--- src/rtl/peso_banco.sv ---
// Weight bank and update sequencer for one perceptron neuron, closing the att_peso loop.
// Optional PESO_SKIP_ZERO_ERR_EN: a pass whose d equals y goes straight to FIN.
module peso_banco #(
  parameter int N_IN  = 4,
  parameter int TAM   = 16,
  parameter int IDX_W = 2
) (
  input  logic                clk,
  input  logic                rst_n,
  input  logic                start,
  input  logic [TAM-1:0]      d,
  input  logic [TAM-1:0]      y,
  input  logic [N_IN*TAM-1:0] in_vec,
  input  logic                ld_en,
  input  logic [IDX_W-1:0]    ld_idx,
  input  logic [TAM-1:0]      ld_data,
  input  logic [TAM-1:0]      w_out,
  output logic                en_att,
  output logic [TAM-1:0]      w_in,
  output logic [TAM-1:0]      in_sel,
  output logic [TAM-1:0]      d_q,
  output logic [TAM-1:0]      y_q,
  output logic                busy,
  output logic                done,
  output logic [N_IN*TAM-1:0] weights
);

  // state | meaning
  // IDLE  | waiting for start, direct weight loads allowed
  // ISSUE | present weights[idx] and sample[idx] to att_peso
  // WRITE | capture w_out into weights[idx], advance or finish
  // FIN   | one-cycle done pulse
  typedef enum logic [1:0] {IDLE, ISSUE, WRITE, FIN} state_t;

  localparam logic [IDX_W-1:0] LAST = IDX_W'(N_IN - 1);

  state_t           state;
  logic [TAM-1:0]   wbank [N_IN];
  logic [TAM-1:0]   samp  [N_IN];
  logic [IDX_W-1:0] idx;
  logic             skip_pass;
  logic             ld_ok;

`ifdef PESO_SKIP_ZERO_ERR_EN
  assign skip_pass = (d == y);
`else
  assign skip_pass = 1'b0;
`endif

  assign ld_ok = ld_en && (int'(ld_idx) < N_IN);

  // Operand muxes read registers only, so the loaded value is used on the first ISSUE.
  assign w_in   = wbank[idx];
  assign in_sel = samp[idx];

  for (genvar g = 0; g < N_IN; g++) begin : g_flat
    assign weights[g*TAM +: TAM] = wbank[g];
  end

  always_ff @(posedge clk or negedge rst_n) begin
    if (!rst_n) begin
      state  <= IDLE;
      idx    <= '0;
      en_att <= 1'b0;
      busy   <= 1'b0;
      done   <= 1'b0;
      d_q    <= '0;
      y_q    <= '0;
      for (int i = 0; i < N_IN; i++) begin
        wbank[i] <= '0;
        samp[i]  <= '0;
      end
    end else begin
      case (state)
        IDLE: begin
          done <= 1'b0;
          if (ld_ok) wbank[ld_idx] <= ld_data;
          if (start) begin
            d_q <= d;
            y_q <= y;
            for (int i = 0; i < N_IN; i++) samp[i] <= in_vec[i*TAM +: TAM];
            idx <= '0;
            if (skip_pass) begin
              state <= FIN;
              done  <= 1'b1;
            end else begin
              state  <= ISSUE;
              en_att <= 1'b1;
              busy   <= 1'b1;
            end
          end
        end
        ISSUE: state <= WRITE;
        WRITE: begin
          wbank[idx] <= w_out;
          if (idx == LAST) begin
            state  <= FIN;
            en_att <= 1'b0;
            busy   <= 1'b0;
            done   <= 1'b1;
          end else begin
            idx   <= idx + 1'b1;
            state <= ISSUE;
          end
        end
        FIN: begin
          done  <= 1'b0;
          state <= IDLE;
        end
        default: state <= IDLE;
      endcase
    end
  end

endmodule
--- config.mk ---
export PLATFORM = sky130hd
export DESIGN_NAME = peso_banco
export DESIGN_NICKNAME = d
export VERILOG_FILES = /design/src/rtl/peso_banco.sv
export SDC_FILE = /design/constraint.sdc
export NUM_CORES = 1
export LEC_CHECK = 0
export CORE_ASPECT_RATIO = 1.75
export CORE_UTILIZATION = 40
export CTS_BUF_LIST = sky130_fd_sc_hd__clkbuf_4
export CTS_CLUSTER_SIZE = 30
export DETAILED_ROUTE_END_ITERATION = 10
export DONT_BUFFER_PORTS = 1
export HOLD_SLACK_MARGIN = 0.12
export PLACE_DENSITY = 0.61
export SLEW_MARGIN = 20
export SYNTH_ARGS = -nofsm -noshare
export SYNTH_HDL_FRONTEND = slang
export SYNTH_SLANG_ARGS = --single-unit
--- constraint.sdc ---
create_clock -name clk -period 2.65 [get_ports clk]
set_input_delay 0.53 -clock clk [delete_from_list [all_inputs] [get_ports clk]]
set_output_delay 0.53 -clock clk [all_outputs]
set_load 0.005 [all_outputs]
==> impl_metrics.sql, run 1 <==
INSERT INTO impl_metrics (metric_group, metric, value, unit) VALUES
('sta', 'max_freq', '405', 'MHz'),
('placed_design', 'finalWeightedCongestion', '0.791', ''),
('sta', 'layout_worst_path_cycle_share', '93.2', '%'),
('global_routing', 'track_usage', '20.5', '%'),
('floorplan', 'fp.dieW', '110', 'um'),
('cts', 'cts_tree', 'built', ''),
('critical_path', 'cp.buffers_inverters', '1', ''),
('critical_path', 'kind_of_start_point_of_the_critical_path', 'flip-flop', ''),
('sta', 'period_needed', '2470', 'ps'),
('global_routing', 'pin_count_of_the_biggest_net_entering_global_routing', '167', ''),
('global_routing', 'grt-ovfl-total', '0', ''),
('floorplan', 'fp-row-count', '68', ''),
('cts', 'tritoncts_num_sinks', '166', ''),
('power_and_ir_drop', 'leakage', '4.15', 'nW'),
('floorplan', 'design.core.area', '19800', 'sq um'),
('critical_path', 'slowest_stage', 'sky130_fd_sc_hd__dfrtp_2', ''),
('cts', 'postCtsHoldBufs', '96', ''),
('layout', 'layout-area-overhead-vs-synth', '18.1', '%'),
('critical_path', 'criticalPathCategory', 'reg2out', ''),
('drt', 'detail-route-antenna-nets', '0', ''),
('sta', 'setup_viol', '0', ''),
('status', 'outcome', 'finished, violations left', ''),
('power_and_ir_drop', 'power.density_cell_area', '1060', 'nW/um^2'),
('synth', 'synth_sequential_area_ratio', '51.0', '%'),
('sta', 'grt_setup_unrepaired', 'false', ''),
('synth', 'synth_area_per_cell', '15.3', 'sq um'),
('sta', 'finalHoldViolCount', '166', ''),
('sta', 'setup_total_negative_slack', '0', 'ps'),
('drt', 'avgRoutedWirePerCell', '23.7', 'um'),
('drt', 'detailedRoute.firstIterationViolations', '328', ''),
('placed_design', 'port_buffers', '0', ''),
('placed_design', 'placement.cell_area', '8320', 'sq um'),
('layout', 'multiInputGateArea', '3690', 'sq um'),
('cts', 'htree_num_levels', '4', ''),
('worst_hold_path', 'hold_path.class', 'in2async', ''),
('critical_path', 'endpoint_kind', 'output port', ''),
('floorplan', 'die_h', '191', 'um'),
('synth', 'synth_fp_nets', '675', ''),
('flow_run', 'max-cap-violations', '0', ''),
('global_routing', 'number_of_antenna_violations_at_the_first_check_in_global_routing', '1', ''),
('synth', 'yosys.cell_types.count', '29', ''),
('drt', 'route.final.wire_length', '20800', 'um'),
('critical_path', 'critPathTopFamily', 'flip-flops', ''),
('cts', 'clk_pin_slew', '130', 'ps'),
('sta', 'whs', '-349', 'ps'),
('layout', 'filler_cell_count', '1716', ''),
('global_routing', 'grt_pass1_vias', '5653', ''),
('placed_design', 'place_hpwl', '13700', 'um'),
('critical_path', 'critical_path.max_fanout', '23', ''),
('drt', 'detailedRoute.firstPassIterationCount', '4', ''),
('floorplan', 'die_footprint', '20900', 'sq um'),
('cts', 'clk_latency', '550', 'ps'),
('floorplan', 'floorplan.initialDensity', '41.1', '%'),
('synth', 'netlist_area_before_placement', '8140', 'sq um'),
('sta', 'skew', '15.8', 'ps'),
('power_and_ir_drop', 'worst_ir_drop_vdd', '0.545', 'mV'),
('critical_path', 'cp.required', '2120', 'ps'),
('global_routing', 'grt_first_pass_wirelength', '31400', 'um'),
('synth', 'ys_warns', '0', ''),
('critical_path', 'critical-path-max-stage-delay', '630', 'ps'),
('cts', 'cts_root_buffer', 'sky130_fd_sc_hd__clkbuf_4', ''),
('synth', 'post_synth_inst_count', '532', ''),
('layout', 'postLayoutCellArea', '9610', 'sq um'),
('layout', 'final_net_count', '762', ''),
('status', 'failed_checks', 'negative hold slack', ''),
('cts', 'cts_buffers', '17', ''),
('drt', 'via_per_inst', '5.76', ''),
('floorplan', 'ioPinCount', '265', ''),
('sta', 'final_max_slew_viol_count', '0', ''),
('critical_path', 'path_cells', 'buf_6, mux4_2', ''),
('drt', 'remaining_drc_errors', '0', ''),
('sta', 'slew_headroom', '49.1', '%'),
('layout', 'ratio_of_cells_with_drive_above_1_in_the_final_layout', '38.7', '%'),
('drt', 'vias', '5050', ''),
('layout', 'area.sequential', '4160', 'sq um'),
('critical_path', 'worst-endpoint-arrival', '1940', 'ps'),
('cts', 'ctsLongestPathBuffers', '2', ''),
('synth', 'synth_seq_cells', '166', ''),
('sta', 'worstMarginPinSlew', '763', 'ps');
cell usage after synthesis:
master | instances | area, sq um
sky130_fd_sc_hd__and2b_1 | 2 | 15.0
sky130_fd_sc_hd__mux2i_1 | 3 | 30.0
sky130_fd_sc_hd__and3b_1 | 1 | 8.76
sky130_fd_sc_hd__a22o_1 | 65 | 569
sky130_fd_sc_hd__mux2_2 | 120 | 1350
sky130_fd_sc_hd__and3b_2 | 1 | 10.0
sky130_fd_sc_hd__dfrtp_1 | 166 | 4150
sky130_fd_sc_hd__nand2b_1 | 2 | 12.5
sky130_fd_sc_hd__mux2_4 | 40 | 601
sky130_fd_sc_hd__o21ai_0 | 3 | 15.0
sky130_fd_sc_hd__a32o_2 | 1 | 11.3
sky130_fd_sc_hd__buf_12 | 4 | 80.1
sky130_fd_sc_hd__a32o_1 | 3 | 30.0
sky130_fd_sc_hd__nand3b_1 | 1 | 7.51
sky130_fd_sc_hd__clkbuf_1 | 20 | 75.1
sky130_fd_sc_hd__buf_4 | 1 | 7.51
sky130_fd_sc_hd__o211ai_1 | 1 | 7.51
sky130_fd_sc_hd__ha_1 | 9 | 113
sky130_fd_sc_hd__and2_1 | 5 | 31.3
sky130_fd_sc_hd__buf_1 | 7 | 26.3
sky130_fd_sc_hd__a31oi_1 | 1 | 6.26
sky130_fd_sc_hd__nor2_1 | 1 | 3.75
sky130_fd_sc_hd__a21oi_1 | 2 | 10.0
sky130_fd_sc_hd__nand2_1 | 6 | 22.5
sky130_fd_sc_hd__inv_1 | 6 | 22.5
sky130_fd_sc_hd__buf_2 | 8 | 40.0
sky130_fd_sc_hd__mux4_2 | 32 | 721
sky130_fd_sc_hd__buf_6 | 5 | 56.3
sky130_fd_sc_hd__nor2b_1 | 16 | 100
registers in the layout, indices dropped and copies added, names as in the netlist:
name and count:
idx 2, samp 64, done 1, d_q 16, y_q 16, state 2
weights 64, busy 1
final cells by class:
type | count | area share, %
tap | 245 | 3.19
clock inverter | 10 | 1.37
clock buffer | 21 | 1.64
timing repair buffer | 113 | 11.9
multi-input combinational | 315 | 38.4
inverter | 6 | 0.234
antenna | 1 | 0.0260
sequential | 166 | 43.3
metrics by stage:
| step | hold WS [ps] | util, % | power [mW] | cells | setup slack [ps] |
|---|---|---|---|---|---|
| final | -349 | 48.5 | 10.2 | 877 | 180 |
| after global placement | 239 | 42.0 | 8.36 | 745 | 497 |
| after global routing | -444 | 48.5 | 10.8 | 877 | 52.4 |
| after detailed placement | 239 | 42.0 | 8.52 | 745 | 397 |
| after CTS | -436 | 48.3 | 10.2 | 872 | 16.2 |
| after floorplan | 234 | - | 7.60 | 532 | 255 |
layout by cell type, fill, tap and decap left out, types with 3 or more instances in the layout:
master,synthesis,routed
sky130_fd_sc_hd__bufinv_16,0,3
sky130_fd_sc_hd__dfrtp_1,166,164
sky130_fd_sc_hd__o21ai_0,3,3
sky130_fd_sc_hd__buf_12,4,4
sky130_fd_sc_hd__inv_1,6,6
sky130_fd_sc_hd__clkbuf_4,0,21
sky130_fd_sc_hd__mux2i_1,3,3
sky130_fd_sc_hd__mux2_4,40,40
sky130_fd_sc_hd__and2_1,5,5
sky130_fd_sc_hd__nand2_1,6,5
sky130_fd_sc_hd__nor2b_1,16,15
sky130_fd_sc_hd__mux2_2,120,120
sky130_fd_sc_hd__a32o_1,3,3
sky130_fd_sc_hd__buf_4,1,11
sky130_fd_sc_hd__dlygate4sd3_1,0,96
sky130_fd_sc_hd__mux4_2,32,32
sky130_fd_sc_hd__ha_1,9,9
sky130_fd_sc_hd__a22o_1,65,65
final timing paths:
check,cells past startpoint,slack (ps),endpoint,from
min in group clk,2,220,weights[50],w_out[2]
min,0,-350,weights[42],rst_n
max,2,180,w_in[14],idx[1]
max reg2reg,6,360,weights[11],state[0]
max in group asynchronous,0,2470,samp[20],rst_n
min reg2reg,1,520,samp[44],samp[44]
report_power, final:
group	switching (mW)	total, mW	internal [mW]
Sequential	1.03	4.74	3.72
Combinational	1.52	3.85	2.34
Clock	0.873	1.56	0.683
Total	3.42	10.2	6.74
logic make-up (layout without fill, tap and decap cells):
logic type      after synthesis  in the layout  synth area share (%)
mux                         195            195                  33.2
flops                       166            166                  51.0
compound gates               76             76                  7.98
buf+inv                      51            150                  3.78
simple gates                 35             35                  2.60
fa+ha+maj                     9              9                  1.38
other cells                   0              1                     0
metal layers:
| layer | GRT usage [%] | up-vias | routed length (um) |
|---|---|---|---|
| met1 | 21.6 | 2619 | 7420 |
| met3 | 6.12 | 35 | 1330 |
| met5 | 0 | - | 0 |
| met2 | 36.8 | 225 | 11500 |
| met4 | 8.56 | 0 | 502 |
| li1 | - | 2171 | - |
what timing repair did:
action                     in CTS  in global routing
resized for setup               2                  0
setup endpoints to repair      17                 13
buffers inserted                0                  4
hold endpoints to repair      262                166
Note: power is estimated with default switching activity, not from simulation.
==> inputs of run 2 (changes only) <==
--- a/config.mk
+++ b/config.mk
@@ -6,13 +6,13 @@
 export NUM_CORES = 1
 export LEC_CHECK = 0
 export CORE_ASPECT_RATIO = 1.75
-export CORE_UTILIZATION = 40
+export CORE_UTILIZATION = 65
 export CTS_BUF_LIST = sky130_fd_sc_hd__clkbuf_4
 export CTS_CLUSTER_SIZE = 30
 export DETAILED_ROUTE_END_ITERATION = 10
 export DONT_BUFFER_PORTS = 1
 export HOLD_SLACK_MARGIN = 0.12
-export PLACE_DENSITY = 0.61
+export PLACE_DENSITY = 0.88
 export SLEW_MARGIN = 20
 export SYNTH_ARGS = -nofsm -noshare
 export SYNTH_HDL_FRONTEND = slang
==> run 2 against run 1 <==
The run still ends with negative hold slack left. Clock skew up 11 ps. Non-clock buffer count down 7. Global-route usage up 13 points. First-iteration DRC count down 17%. Utilization up 30 points. Setup slack worse by 50 ps. Count of clock-buffer cells in the layout down 3. Sequential power up 3%. Hold slack worse by 16 ps. Sequential cell count unchanged. Largest cell class unchanged.
==> impl_metrics.sql, run 2 (same netlist as run 1, synthesis figures left out) <==
INSERT INTO impl_metrics (metric_group, metric, value, unit) VALUES
('cts', 'htree_num_levels', '4', ''),
('floorplan', 'ioPinCount', '265', ''),
('drt', 'route.final.wire_length', '21900', 'um'),
('critical_path', 'path_cells', 'buf_6, mux4_2', ''),
('power_and_ir_drop', 'sequentialPowerShare', '46.6', '%'),
('sta', 'worstMarginPinSlew', '776', 'ps'),
('floorplan', 'design.core.area', '12100', 'sq um'),
('placed_design', 'place_hpwl', '13400', 'um'),
('power_and_ir_drop', 'power.density_cell_area', '1100', 'nW/um^2'),
('power_and_ir_drop', 'p_total', '10.5', 'mW'),
('layout', 'final_net_count', '755', ''),
('sta', 'setup_viol', '0', ''),
('drt', 'vias', '5271', ''),
('sta', 'final.setup.worst_slack', '130', 'ps'),
('floorplan', 'die_footprint', '13000', 'sq um'),
('floorplan', 'fp.dieW', '86.6', 'um'),
('cts', 'tritoncts_num_sinks', '166', ''),
('sta', 'skew', '27.3', 'ps'),
('critical_path', 'worst-endpoint-arrival', '1990', 'ps'),
('critical_path', 'worst_r2r_path_depth', '6', ''),
('floorplan', 'die_h', '150', 'um'),
('placed_design', 'finalWeightedCongestion', '0.830', ''),
('power_and_ir_drop', 'worst_ir_drop_vdd', '0.582', 'mV'),
('critical_path', 'rr_endpoint', 'weights[54]', ''),
('global_routing', 'pin_count_of_the_biggest_net_entering_global_routing', '167', ''),
('drt', 'detailedRoute.firstIterationViolations', '273', ''),
('cts', 'cts_buffers', '17', ''),
('sta', 'setup_total_negative_slack', '0', 'ps'),
('global_routing', 'track_usage', '33.3', '%'),
('sta', 'slew_headroom', '48.2', '%'),
('global_routing', 'grt-ovfl-total', '0', ''),
('placed_design', 'port_buffers', '0', ''),
('sta', 'whs', '-365', 'ps'),
('critical_path', 'r2r_setup_slack', '430', 'ps'),
('power_and_ir_drop', 'combinationalPowerShare', '37.7', '%'),
('cts', 'clk_pin_slew', '170', 'ps'),
('power_and_ir_drop', 'internal_cell_power', '6.72', 'mW'),
('critical_path', 'kind_of_start_point_of_the_critical_path', 'flip-flop', ''),
('cts', 'clk_latency', '550', 'ps'),
('critical_path', 'criticalPathCategory', 'reg2out', ''),
('layout', 'postLayoutCellArea', '9470', 'sq um'),
('layout', 'layout-area-overhead-vs-synth', '16.3', '%'),
('critical_path', 'critical-path-max-stage-delay', '590', 'ps'),
('sta', 'max_freq', '397', 'MHz'),
('power_and_ir_drop', 'net_switching_power', '3.74', 'mW'),
('layout', 'ratio_of_cells_with_drive_above_1_in_the_final_layout', '38.7', '%'),
('drt', 'avgRoutedWirePerCell', '27.7', 'um'),
('global_routing', 'number_of_antenna_violations_at_the_first_check_in_global_routing', '1', ''),
('critical_path', 'cp.required', '2120', 'ps'),
('sta', 'finalHoldViolCount', '166', ''),
('status', 'outcome', 'finished, violations left', ''),
('placed_design', 'dpl_worst_slack', '482', 'ps'),
('cts', 'cts_root_buffer', 'sky130_fd_sc_hd__clkbuf_4', ''),
('placed_design', 'placement.cell_area', '8200', 'sq um'),
('critical_path', 'worstSetupEndpoint', 'in_sel[7]', ''),
('global_routing', 'grt_first_pass_wirelength', '31600', 'um'),
('cts', 'ctsLongestPathBuffers', '2', ''),
('critical_path', 'slowest_stage', 'sky130_fd_sc_hd__mux4_2', ''),
('floorplan', 'floorplan.initialDensity', '67.1', '%'),
('layout', 'post-route-util', '78.0', '%'),
('critical_path', 'setup.worst_path.start', 'idx[0]', ''),
('layout', 'final_common_cell', 'sky130_fd_sc_hd__dfrtp_1', ''),
('sta', 'layout_worst_path_cycle_share', '95.1', '%'),
('power_and_ir_drop', 'share_clk_of_total_power', '15.7', '%'),
('layout', 'layout.cells.most_common_list', 'sky130_fd_sc_hd__dfrtp_1 (164), sky130_fd_sc_hd__mux2_2 (120), sky130_fd_sc_hd__dlygate4sd3_1 (93), sky130_fd_sc_hd__a22o_1 (65), sky130_fd_sc_hd__mux2_4 (40)', ''),
('critical_path', 'critical_path.max_fanout', '15', ''),
('power_and_ir_drop', 'netSwitchingFraction', '35.7', '%'),
('status', 'failed_checks', 'negative hold slack', ''),
('sta', 'grt_setup_unrepaired', 'false', ''),
('drt', 'detail-route-antenna-nets', '0', ''),
('drt', 'detailedRoute.firstPassIterationCount', '5', ''),
('flow_run', 'max-cap-violations', '0', ''),
('sta', 'period_needed', '2520', 'ps'),
('critical_path', 'regToRegStartpoint', 'state[0]', ''),
('cts', 'cts_tree', 'built', ''),
('power_and_ir_drop', 'leakage', '4.12', 'nW'),
('critical_path', 'endpoint_kind', 'output port', ''),
('drt', 'remaining_drc_errors', '0', ''),
('floorplan', 'fp-row-count', '53', ''),
('drt', 'via_per_inst', '6.66', ''),
('worst_hold_path', 'hold_path.class', 'in2async', ''),
('sta', 'final_max_slew_viol_count', '0', ''),
('global_routing', 'grt_pass1_vias', '5697', '');
==> run 2: repair_timing <==
| item | 4_1_cts | 5_1_grt |
|---|---|---|
| hold buffers | 75 | 18 |
| endpoints found under the setup margin | 15 | 3 |
| buffers inserted | 0 | 0 |
| resized for setup | 2 | 1 |
| hold endpoints to repair | 241 | 184 |
==> run 2: per-layer routing <==
| layer | global-route usage (%) | part of all wire [%] |
|---|---|---|
| met3 | 9.82 | 8.0 |
| met2 | 58.7 | 55 |
| met5 | 0 | 0 |
| met1 | 35.7 | 34 |
| met4 | 17.1 | 3.6 |
==> run 2: stage by stage <==
| step | hold slack [ps] | cells |
|---|---|---|
| 5_1_grt | -423 | 791 |
| 6_report | -365 | 791 |
| 2_1_floorplan | 234 | 532 |
| 3_3_place_gp | 237 | 665 |
| 3_5_place_dp | 237 | 665 |
| 4_1_cts | -379 | 772 |
==> run 2: power groups by stage <==
stage,clock network (mW),registers (mW),logic [mW]
after global routing,1.78,4.96,4.19
after CTS,1.64,4.76,3.81
after detailed placement,0,4.81,3.71
after floorplan,0,4.36,3.24
after global placement,0,4.70,3.52
final,1.65,4.87,3.94
==> run 2: layout make-up <==
| type | instances | area (sq um) |
|---|---|---|
| diodes | 1 | 2.50 |
| clock buffers | 18 | 135 |
| clock inverters | 14 | 185 |
| fillers | 683 | 2670 |
| inverters | 6 | 22.5 |
| multi-input cells | 315 | 3680 |
| flip-flops and latches | 166 | 4160 |
| well taps | 165 | 206 |
| repair buffers | 106 | 1070 |
==> run 2: worst min path at each step <==
stage | to | slack, ps | startpoint | depth (start not counted)
after floorplan | busy | 230 | rst_n | 0
after global placement | samp[58] | 240 | rst_n | 0
after detailed placement | samp[42] | 240 | rst_n | 0
after CTS | samp[42] | -380 | rst_n | 0
after global routing | samp[42] | -420 | rst_n | 0
final | samp[42] | -360 | rst_n | 0
==> run 2: worst max-delay path, delay by kind of cell (launching register included) <==
kind | cells | cell delay (ps)
DFF | 1 | 580
buffers and inverters | 1 | 280
muxes | 1 | 590
